File: src/rtl/dac_switch_sequencer.sv
// dac_switch_sequencer: stream/sweep code sequencer driving binary and unary DAC switch selects.
// Optional DAC_DEM_ROTATE_EN rotates the unary selects (data-weighted averaging).
module dac_switch_sequencer #(
   parameter int NBITS = 10,
   parameter int NBIN  = 6,
   parameter int DIV_W = 8
) (
   input  logic                          clk,
   input  logic                          rst,
   input  logic                          en,
   input  logic                          mode_sweep,
   input  logic [DIV_W-1:0]              rate_div,
   input  logic [NBITS-1:0]              sweep_step,
   input  logic [NBITS-1:0]              code_in,
   input  logic                          code_valid,
   output logic                          code_ready,
   output logic [NBIN-1:0]               sw_bin,
   output logic [(1<<(NBITS-NBIN))-2:0]  sw_therm,
   output logic [NBITS-1:0]              code_out,
   output logic                          upd,
   output logic                          underrun,
   output logic                          sweep_done
);
   localparam int NTHERM = NBITS - NBIN;
   localparam int NU = (1 << NTHERM) - 1;
   typedef enum logic [1:0] {IDLE, STREAM, SWEEP, DONE} state_t;
   state_t state_q, state_d;
   logic [DIV_W-1:0] cnt_q, cnt_d, div_q, div_d;
   logic [NBITS-1:0] hold_q, hold_d, ramp_q, ramp_d, code_q, app_code, step_eff, ramp_sat;
   logic [NBITS:0] ramp_sum;
   logic [NBIN-1:0] bin_q;
   logic [NU-1:0] therm_q, therm_fix, therm_app;
   logic [NTHERM-1:0] m;
   logic full_q, full_d, upd_q, unr_q, unr_d, tick, xfer, apply;
   assign tick = (state_q != IDLE) && (cnt_q == div_q);
   assign code_ready = en && (state_q == STREAM) && (!full_q || tick);
   assign xfer = code_valid && code_ready;
   assign sweep_done = (state_q == DONE);
   assign step_eff = (sweep_step == '0) ? NBITS'(1) : sweep_step;
   // Sum one bit wider than the code so saturation sees the carry instead of a wrap.
   assign ramp_sum = {1'b0, ramp_q} + {1'b0, step_eff};
   assign ramp_sat = ramp_sum[NBITS] ? '1 : ramp_sum[NBITS-1:0];
   assign m = app_code[NBITS-1:NBIN];
   always_comb begin
      for (int i = 0; i < NU; i++) therm_fix[i] = i < int'(m);
   end
`ifdef DAC_DEM_ROTATE_EN
   localparam logic [NTHERM:0] NU_W = (NTHERM+1)'(NU);
   logic [NTHERM-1:0] p_q;
   logic [NTHERM:0] p_sum, p_nx;
   logic [2*NU-1:0] rot;
   // Upper half of the doubled mask is the mask rotated left by p modulo NU.
   assign rot = {therm_fix, therm_fix} << p_q;
   assign therm_app = rot[2*NU-1:NU];
   assign p_sum = {1'b0, p_q} + {1'b0, m};
   assign p_nx = (p_sum >= NU_W) ? p_sum - NU_W : p_sum;
   always_ff @(posedge clk) begin
      if (rst) p_q <= '0;
      else if (apply) p_q <= p_nx[NTHERM-1:0];
   end
`else
   assign therm_app = therm_fix;
`endif
   always_comb begin
      state_d = state_q;
      hold_d = hold_q;
      full_d = full_q;
      ramp_d = ramp_q;
      app_code = hold_q;
      apply = 1'b0;
      unr_d = 1'b0;
      div_d = (state_q == IDLE || tick) ? rate_div : div_q;
      cnt_d = (state_q == IDLE || tick) ? '0 : cnt_q + 1'b1;
      case (state_q)
         IDLE: begin
            state_d = en ? (mode_sweep ? SWEEP : STREAM) : IDLE;
            ramp_d = '0;
         end
         STREAM: begin
            if (mode_sweep) begin
               state_d = SWEEP;
               full_d = 1'b0;
               ramp_d = '0;
            end else begin
               apply = tick && full_q;
               unr_d = tick && !full_q;
               full_d = tick ? xfer : (full_q || xfer);
               hold_d = xfer ? code_in : hold_q;
            end
         end
         SWEEP: begin
            app_code = ramp_q;
            apply = tick;
            ramp_d = tick ? ramp_sat : ramp_q;
            state_d = (tick && ramp_q == '1) ? DONE : SWEEP;
         end
         default: state_d = mode_sweep ? DONE : IDLE;
      endcase
      if (!en) state_d = IDLE;
   end
   always_ff @(posedge clk) begin
      if (rst) begin
         state_q <= IDLE;
         cnt_q <= '0;
         div_q <= '0;
         hold_q <= '0;
         full_q <= 1'b0;
         ramp_q <= '0;
         code_q <= '0;
         bin_q <= '0;
         therm_q <= '0;
         upd_q <= 1'b0;
         unr_q <= 1'b0;
      end else begin
         state_q <= state_d;
         cnt_q <= cnt_d;
         div_q <= div_d;
         hold_q <= hold_d;
         full_q <= full_d;
         ramp_q <= ramp_d;
         code_q <= apply ? app_code : code_q;
         bin_q <= apply ? app_code[NBIN-1:0] : bin_q;
         therm_q <= apply ? therm_app : therm_q;
         upd_q <= apply;
         unr_q <= unr_d;
      end
   end
   assign code_out = code_q;
   assign sw_bin = bin_q;
   assign sw_therm = therm_q;
   assign upd = upd_q;
   assign underrun = unr_q;
endmodule

File: config.mk
export PLATFORM = sky130hd
export DESIGN_NAME = dac_switch_sequencer
export DESIGN_NICKNAME = d
export VERILOG_FILES = /design/src/rtl/dac_switch_sequencer.sv
export SDC_FILE = /design/constraint.sdc
export NUM_CORES = 1
export LEC_CHECK = 0
export ABC_AREA = 1
export BUFFER_PORTS_ARGS = -buffer_cell sky130_fd_sc_hd__buf_2
export CORE_ASPECT_RATIO = 1.75
export CORE_MARGIN = 2
export CORE_UTILIZATION = 52
export CTS_BUF_LIST = sky130_fd_sc_hd__clkbuf_16
export CTS_CLUSTER_DIAMETER = 150
export DETAILED_ROUTE_END_ITERATION = 10
export GPL_TIMING_DRIVEN = 0
export PLACE_DENSITY = 0.75
export RECOVER_POWER = 50
export SLEW_MARGIN = 40
export SYNTH_ARGS = -nofsm -noshare
export SYNTH_HDL_FRONTEND = slang
export SYNTH_SLANG_ARGS = --single-unit
File: constraint.sdc
create_clock -name clk -period 2.5 [get_ports clk]
set_input_delay 0.375 -clock clk [delete_from_list [all_inputs] [get_ports clk]]
set_output_delay 0.375 -clock clk [all_outputs]
set_load 0.01 [all_outputs]
* Word level (Yosys, flattened, before mapping)
Index checks and enable logic that the tools add are counted.
Word-level totals: memory bits (read-only) 0, output and inout bits 35, flip-flop bits (word level) 72, memories 0, latch bits 0, RAM bits 0
Operators by class: shift operators 0, reduce and logical (&&, ||, !) cells 20, divide/modulo/power cells 0, equal/unequal tests 7, $lt $le $gt $ge 15, muxes and demuxes 15, multipliers 0, bitwise operators 3, add/subtract/negate cells 2
Operators by type and width (count):
- $mux 10 | 5
- $pmux 10 s3 | 1
- $lt 4x4->1 const A | 7
- $lt 3x4->1 const A | 4
- $add 10x10->11 | 1
- $eq 10x10->1 const B | 1
- $logic_not 10->1 | 1
- $add 8x1->8 const B | 1
- $eq 8x8->1 | 1
- $lt 1x4->1 const A | 2
- $lt 2x4->1 const A | 2
- $logic_and 1x1->1 | 7
- $mux 2 | 3
- $pmux 2 s3 | 1
- $reduce_and 3->1 | 2
- $eq 2x2->1 const B | 2
- $mux 1 | 4
- $ne 2x2->1 const B | 2
- $reduce_or 2->1 | 2
- $logic_or 1x1->1 | 3
- $not 1->1 | 3
- $reduce_bool 3->1 | 1
- $reduce_or 3->1 | 1
- $eq 2x1->1 const B | 1
- 4 further kinds | 4

* Depth between registers and ports, before layout
Gate-level depths: netlist of run 1.
depth in word-level cells 8, mapped depth 13, depth with buffers taken out 12

* Least setup slack after synthesis of run 1
Ideal clock, no wire load.
kind input to register, start point in sweep_step[8], end point reg ramp_q[7], cell stages on the path 10, data arrival time 1.992 ns, path buffers 0, slack 0.376 ns, data required time 2.368 ns, cells stage by stage nor4_1 a31o_2 ha_1 fa_1 nand4_1 nand3_1 a21oi_2 nand3_1 nand2_1 a21oi_1
On the way: cells in the longest elaborated chain, start to end 6
Ends and longest elaborated chain:
- start, declared | line 13 | input logic [NBITS-1:0] sweep_step,
- $logic_not 10->1 | line 39 | assign step_eff = (sweep_step == '0) ? NBITS'(1) : sweep_step;
- $mux 10 (*) | line 39
- $add 10x10->11 (*) | line 41 | assign ramp_sum = {1'b0, ramp_q} + {1'b0, step_eff};
- $mux 10 (*) | line 42 | assign ramp_sat = ramp_sum[NBITS] ? '1 : ramp_sum[NBITS-1:0];
- $mux 10 (*) | line 94 | ramp_d = tick ? ramp_sat : ramp_q;
- $pmux 10 s3 (*) | line 74 | case (state_q)
- end signal, assigned | line 120 | ramp_q <= ramp_d;
- end, declared | line 29 | logic [NBITS-1:0] hold_q, hold_d, ramp_q, ramp_d, code_q, app_code, step_eff, ramp_sat;
Every way passes the cells marked *; elsewhere a longest branch is shown, timed or not. The select of a mux whose other input is x is not followed. A chain may end at the register's enable or synchronous reset.

* Final worst setup path of run 1
start point in sweep_step[8], end point reg ramp_q[9]
The elaborated chain is that of the path after synthesis.

==> impl_metrics.toml, run 1 <==
[die]
dieArea_mm2 = 0.00772
io_pins = 68
start_util_pct = 53.5
placementRows = 40
die_y_um = 115
core_mm2 = 0.00681
chipWidth_um = 67.3

[drt]
drt-pass1-iter-count = 4
first_iter_violations = 160
vias_per_cell = 5.12
drcViolationCount = 0
drt_wl_total_um = 9440
detail-route-antenna-nets = 0
vias = 3593
wire_per_inst_um = 13.4

[setup_path]
path_class = "input pin to flip-flop"
cp_cell_sequence = "buf_2, nor4_1, a31o_2, ha_1, fa_1, nand4_1, nand3_1, a21oi_2, nand3_1, nand2_1, a21oi_1"
worstPathMaxFanout = 10
crit_path_end_kind = "flip-flop"
start_kind = "input pin"
cp.required_ps = 2690
slowest_stage = "a21oi_2"
path_common_cell = "nand3_1"
cp_top_family = "compound AO/OA/AOI/OAI gates"
worst_path_largest_cell_delay_ps = 460
critical_path_arrival_ps = 2490
path_buf_inv = 1

[synth]
ys_types = 40
synth_edf_count = 0
yosysSeqAreaShare_pct = 35.7
synth_nets = 584
synth_area_per_cell_um2 = 6.81
yosys-top-cells-area = "dfxtp_1 (36%), nand2_1 (15%), nor2_1 (5.8%)"
async_flop_share_pct = 0
synth_top_area_share_pct = 35.7
yosys-top-cells-count = "nand2_1 (146), dfxtp_1 (65), nor2_1 (56)"
synth_cells = 535
ys_ff_latch = 65
ys.flop_type = "dfxtp_1"
yosys_warnings = 0
synthMostInstantiatedCell = "nand2_1"
yosysTopAreaCell = "dfxtp_1"
syn_area_mm2 = 0.00364

[cts]
cts_max_path_buffers = 2
htreeDepth = 3
cts_made_buffers = 9
cts_hold_buf = 0
cts_tree = "yes"
clock_sinks = 65
clkLatencyLatePin_ps = 330
cts_setup_buffers = 0
cts-root-buf = "clkbuf_16"
clkTransAtPathRegs_ps = 50
post_cts_resized = 0

[timing]
tightest_slew_ps = 772
fin_crit_sh_pct = 92.1
maxSlewHeadroom_pct = 48.3
setup_viol = 0
fin_skew_ps = 5.88
finalHoldViolations = 0
fin_crit_ps = 2300
maxSlewViolCount = 0
post-route-worst-setup-slack_ps = 196
rsz0062_at_grt = "false"
fmax_ghz = 0.434

[placed_design]
gp_congestion = 0.891
port_buffers = 67
place_area_mm2 = 0.00409
place_ws_ps = -147
hpwl_um = 7180

[grt]
overflow = 0
antenna_found_initial = 0
grt_pass1_wl_um = 14900
grt_pass1_vias = 3471
grt_max_degree = 12
grt_usage_pct = 25.6

[pwr]
leakage_nw = 2.05
worst_ir_drop_vdd_uv = 332
power_density_mw_per_mm2 = 583
p_total_mw = 2.52

[min_path]
worstHoldPathType = "input pin to flip-flop"

[finish]
diodes = 0
final_util_pct = 63.5
drive_gt1_share_pct = 14.4
nNetsFinal = 662
syn2layout_area_growth_pct = 18.6
fin_area_mm2 = 0.00432

[run]
maxCapViolCount = 0

[status]
outcome = "finished, final reports clean"
==> state kept, by name (all words and copies together), names as in the netlist <==
| register | cells |
|---|---|
| full_q | 1 |
| div_q | 8 |
| ramp_q | 10 |
| cnt_q | 8 |
| sw_therm | 15 |
| state_q | 2 |
| hold_q | 10 |
| underrun | 1 |
| code_out | 9 |
| upd | 1 |
==> worst paths after layout <==
kind | start | to | slack, ps | depth (start not counted)
worst min-delay path | code_in[4] | hold_q[4] | 270 | 3
worst max-delay path | sweep_step[8] | ramp_q[9] | 200 | 11
worst max register to register | ramp_q[0] | ramp_q[9] | 240 | 8
worst min register to register | sw_therm[3] | sw_therm[3] | 470 | 2
==> logic make-up (layout without fill, tap and decap cells) <==
kind of cell	Yosys count	count (layout)	synth area share, %
buffers and inverters	92	175	11.0
XOR/XNOR	11	11	2.64
AND/OR/NAND/NOR	275	275	33.4
adder cells (fa/ha/maj)	16	16	5.70
AO/OA/AOI/OAI	76	76	11.6
flip-flops	65	65	35.7
==> metrics by stage <==
step / hold WS, ps / instances / setup TNS [ps]
2_1_floorplan: 444 / 535 / 0
3_3_place_gp: 450 / 686 / -858
3_5_place_dp: 456 / 686 / -1050
4_1_cts: 269 / 702 / 0
5_1_grt: 275 / 702 / 0
6_report: 267 / 702 / 0
==> tightest hold or removal path, cell delays in order <==
cell and delay [ps]:
buf_2 70, nor2_1 30, nor2_1 80
==> per-layer routing <==
metal	GRT usage, %	routed length [µm]
met1	23.5	3500
met2	51.5	5410
met3	4.99	321
met4	10.6	203
met5	0	0
==> power breakdown <==
part           switching (mW)  internal [mW]  total (mW)
Sequential             0.0137           1.05        1.07
Combinational           0.157         0.0836       0.240
Clock                   0.453          0.759        1.21
==> placed cells by master, fill, tap and decap left out, types with 4 or more instances in the layout <==
master	Yosys	routed
a21oi_1	38	38
buf_2	6	39
buf_4	8	7
clkbuf_1	12	46
clkbuf_16	0	9
dfxtp_1	65	65
ha_1	15	15
inv_1	53	55
inv_2	8	7
nand2_1	146	147
nand3_1	34	34
nand4_1	13	13
nor2_1	56	58
nor3_1	5	5
o21ai_0	24	24
xnor2_1	7	7
xor2_1	4	4
==> final cells by class <==
class,instances,area [µm²]
Buffer,28,156
Inverter,64,241
Tap cell,84,105
Clock inverter,7,62.6
Multi-Input combinational cell,378,1940
Clock buffer,9,225
Timing Repair Buffer,67,294
Fill cell,674,2480
Sequential cell,65,1300
(Power assumes the default switching activity.)
==> run 2, diff against run 1 <==
--- a/config.mk
+++ b/config.mk
@@ -11,11 +11,12 @@
 export CORE_MARGIN = 2
 export CORE_UTILIZATION = 52
 export CTS_BUF_LIST = sky130_fd_sc_hd__clkbuf_16
-export CTS_CLUSTER_DIAMETER = 150
+export CTS_CLUSTER_DIAMETER = 200
 export DETAILED_ROUTE_END_ITERATION = 10
 export GPL_TIMING_DRIVEN = 0
 export PLACE_DENSITY = 0.75
 export RECOVER_POWER = 50
+export REMOVE_ABC_BUFFERS = 1
 export SLEW_MARGIN = 40
 export SYNTH_ARGS = -nofsm -noshare
 export SYNTH_HDL_FRONTEND = slang
==> constraint.sdc (replaced) <==
create_clock -name clk -period 2.7 [get_ports clk]
set_input_delay 0.405 -clock clk [delete_from_list [all_inputs] [get_ports clk]]
set_output_delay 0.405 -clock clk [all_outputs]
set_load 0.01 [all_outputs]
==> run 2 against run 1 <==
Compared with the run above:
- critical path type is now flip-flop to flip-flop
- setup slack gained 140 ps
- cell count shrank 4.1%
- power shrank 13%
- critical endpoint is now sw_therm[2]
- clock skew shrank 2.3 ps
- first-iteration DRC count grew 18%
- clock-buffer cell count is the same
- flip-flop and latch count is the same
==> impl_metrics.toml, run 2 (same netlist as run 1, synthesis figures left out) <==
[status]
outcome = "finished, final reports clean"

[pwr]
power_density_mw_per_mm2 = 531
clockPowerShare_pct = 45.3
p_seq_share_pct = 45.1
p_int_mw = 1.65
switchingPower_mw = 0.545
power_frac_comb_pct = 9.6
switching_share_pct = 24.8
worst_ir_drop_vdd_uv = 308
leakage_nw = 1.96

[finish]
syn2layout_area_growth_pct = 13.4
diodes = 0
largest_reg_flops = 15
mostFrequentLayoutCell = "nand2_1"
nNetsFinal = 634
final_cell_mix = "nand2_1 (147), dfxtp_1 (65), nor2_1 (58)"
drive_gt1_share_pct = 12.6
fin_area_mm2 = 0.00413
final_util_pct = 60.7
fillers = 698

[cts]
cts_setup_buffers = 0
cts_tree = "yes"
cts_max_path_buffers = 2
cts_made_buffers = 9
clock_sinks = 65
clkTransAtPathRegs_ps = 50
htreeDepth = 3
cts-root-buf = "clkbuf_16"
clkLatencyLatePin_ps = 320

[timing]
fmax_ghz = 0.423
tns_ps = 0
maxSlewViolCount = 0
fin_crit_sh_pct = 87.5
fin_crit_ps = 2360
rsz0062_at_grt = "false"
maxSlewHeadroom_pct = 46.5
post-route-worst-setup-slack_ps = 338
setup_viol = 0
finalHoldViolations = 0
tightest_slew_ps = 799
fin_skew_ps = 3.57

[grt]
grt_usage_pct = 23.4
grt_max_degree = 34
grt_pass1_vias = 3325
grt_pass1_wl_um = 14000
overflow = 0
antenna_found_initial = 0

[setup_path]
crit_end = "sw_therm[2]"
crit_path_end_kind = "flip-flop"
cp.required_ps = 2970
rr_worst_depth = 12
cp_cell_sequence = "inv_1, ha_1, nand2_1, clkinv_2, nand2_2, a21oi_4, nand3_2, nor2_2, inv_2, nand3_1, nand2_1, inv_1"
critical_path_arrival_ps = 2630
crit_cells = 12
start_kind = "flip-flop"
path_buf_inv = 4
rr_startpoint = "state_q[1]"
ff2ff_setup_slack_ps = 340
cp_top_family = "simple AND/OR/NAND/NOR gates"
path_class = "flip-flop to flip-flop"
worstPathMaxFanout = 24
rr_endpoint = "sw_therm[2]"
slowest_stage = "nand3_2"
worst_path_largest_cell_delay_ps = 430
crit_start = "state_q[1]"

[die]
core_mm2 = 0.00681
start_util_pct = 53.5
dieArea_mm2 = 0.00772
chipWidth_um = 67.3
io_pins = 68
die_y_um = 115
placementRows = 40

[drt]
wire_per_inst_um = 12.6
wl_met1_um = 3300
met2WireLength_um = 4670
drt_wl_total_um = 8480
vias_per_cell = 5.25
first_iter_violations = 189
detail-route-antenna-nets = 0
wl_met3_um = 307
topRoutingLayerUsed = "met4"
drt-pass1-iter-count = 5
vias = 3530
drcViolationCount = 0

[min_path]
worstHoldPathType = "input pin to flip-flop"

[placed_design]
gp_congestion = 0.850
place_area_mm2 = 0.00393
hpwl_um = 6290
place_ws_ps = 85.6
port_buffers = 67

[run]
maxCapViolCount = 0
-- run 2: changes by cell type in the layout (fill, tap and decap cells not counted) --
cell | previous run | this run
clkinvlp_4 | 2 | 0
buf_4 | 7 | 0
inv_1 | 55 | 54
clkbuf_4 | 1 | 0
inv_2 | 7 | 8
buf_2 | 39 | 33
ha_2 | 0 | 1
bufinv_16 | 1 | 0
clkinv_2 | 3 | 5
clkbuf_1 | 46 | 34
ha_1 | 15 | 14
buf_6 | 2 | 0
-- run 2: metal layers --
layer / GRT usage [%] / up-vias
met5: 0 / -
met4: 10.5 / 0
met3: 4.01 / 17
met2: 44.7 / 77
met1: 23.5 / 1627
li1: - / 1809
-- run 2: worst register-to-register path: stages (launching register included) --
cell and delay [ps]:
dfxtp_1 340, inv_1 100, ha_1 230, nand2_1 190, clkinv_2 150, nand2_2 70
a21oi_4 190, nand3_2 430, nor2_2 320, inv_2 90, nand3_1 70, nand2_1 60
inv_1 70
-- run 2: power by group through the flow --
stage	logic [mW]	clock network, mW	registers (mW)
2_1_floorplan	0.143	0	1.01
3_3_place_gp	0.208	0	1.01
3_5_place_dp	0.211	0	1.01
4_1_cts	0.214	0.997	0.989
5_1_grt	0.238	1.04	0.990
6_report	0.211	0.994	0.989
-- run 2: per-stage QoR --
stage | hold slack (ps) | total power, mW | cells
6_report | 309 | 2.19 | 673
5_1_grt | 322 | 2.27 | 673
4_1_cts | 306 | 2.20 | 673
3_5_place_dp | 456 | 1.22 | 658
3_3_place_gp | 453 | 1.22 | 658
2_1_floorplan | 446 | 1.15 | 507
-- run 2: worst min path at each step --
stage,slack (ps),to,start,cells after the start
floorplan,450,div_q[4],div_q[4],2
global placement,450,sw_therm[3],sw_therm[3],2
detailed placement,460,sw_therm[9],sw_therm[9],2
CTS,310,hold_q[6],code_in[6],3
global route,320,hold_q[3],code_in[3],3
finish,310,hold_q[6],code_in[6],3
-- run 2: repair_timing --
item,in CTS,in global routing
gates resized for setup,0,1
hold buffers,0,0
setup endpoints to repair,0,5
-- run 2: layout make-up --
type / count / area, µm² / share of cell area (%)
inverters: 64 / 241 / 5.84
well taps: 84 / 105 / 2.54
clock buffers: 9 / 225 / 5.45
multi-input cells: 378 / 1940 / 46.9
flip-flops and latches: 65 / 1300 / 31.5
clock inverters: 6 / 27.5 / 0.666
repair buffers: 67 / 293 / 7.08
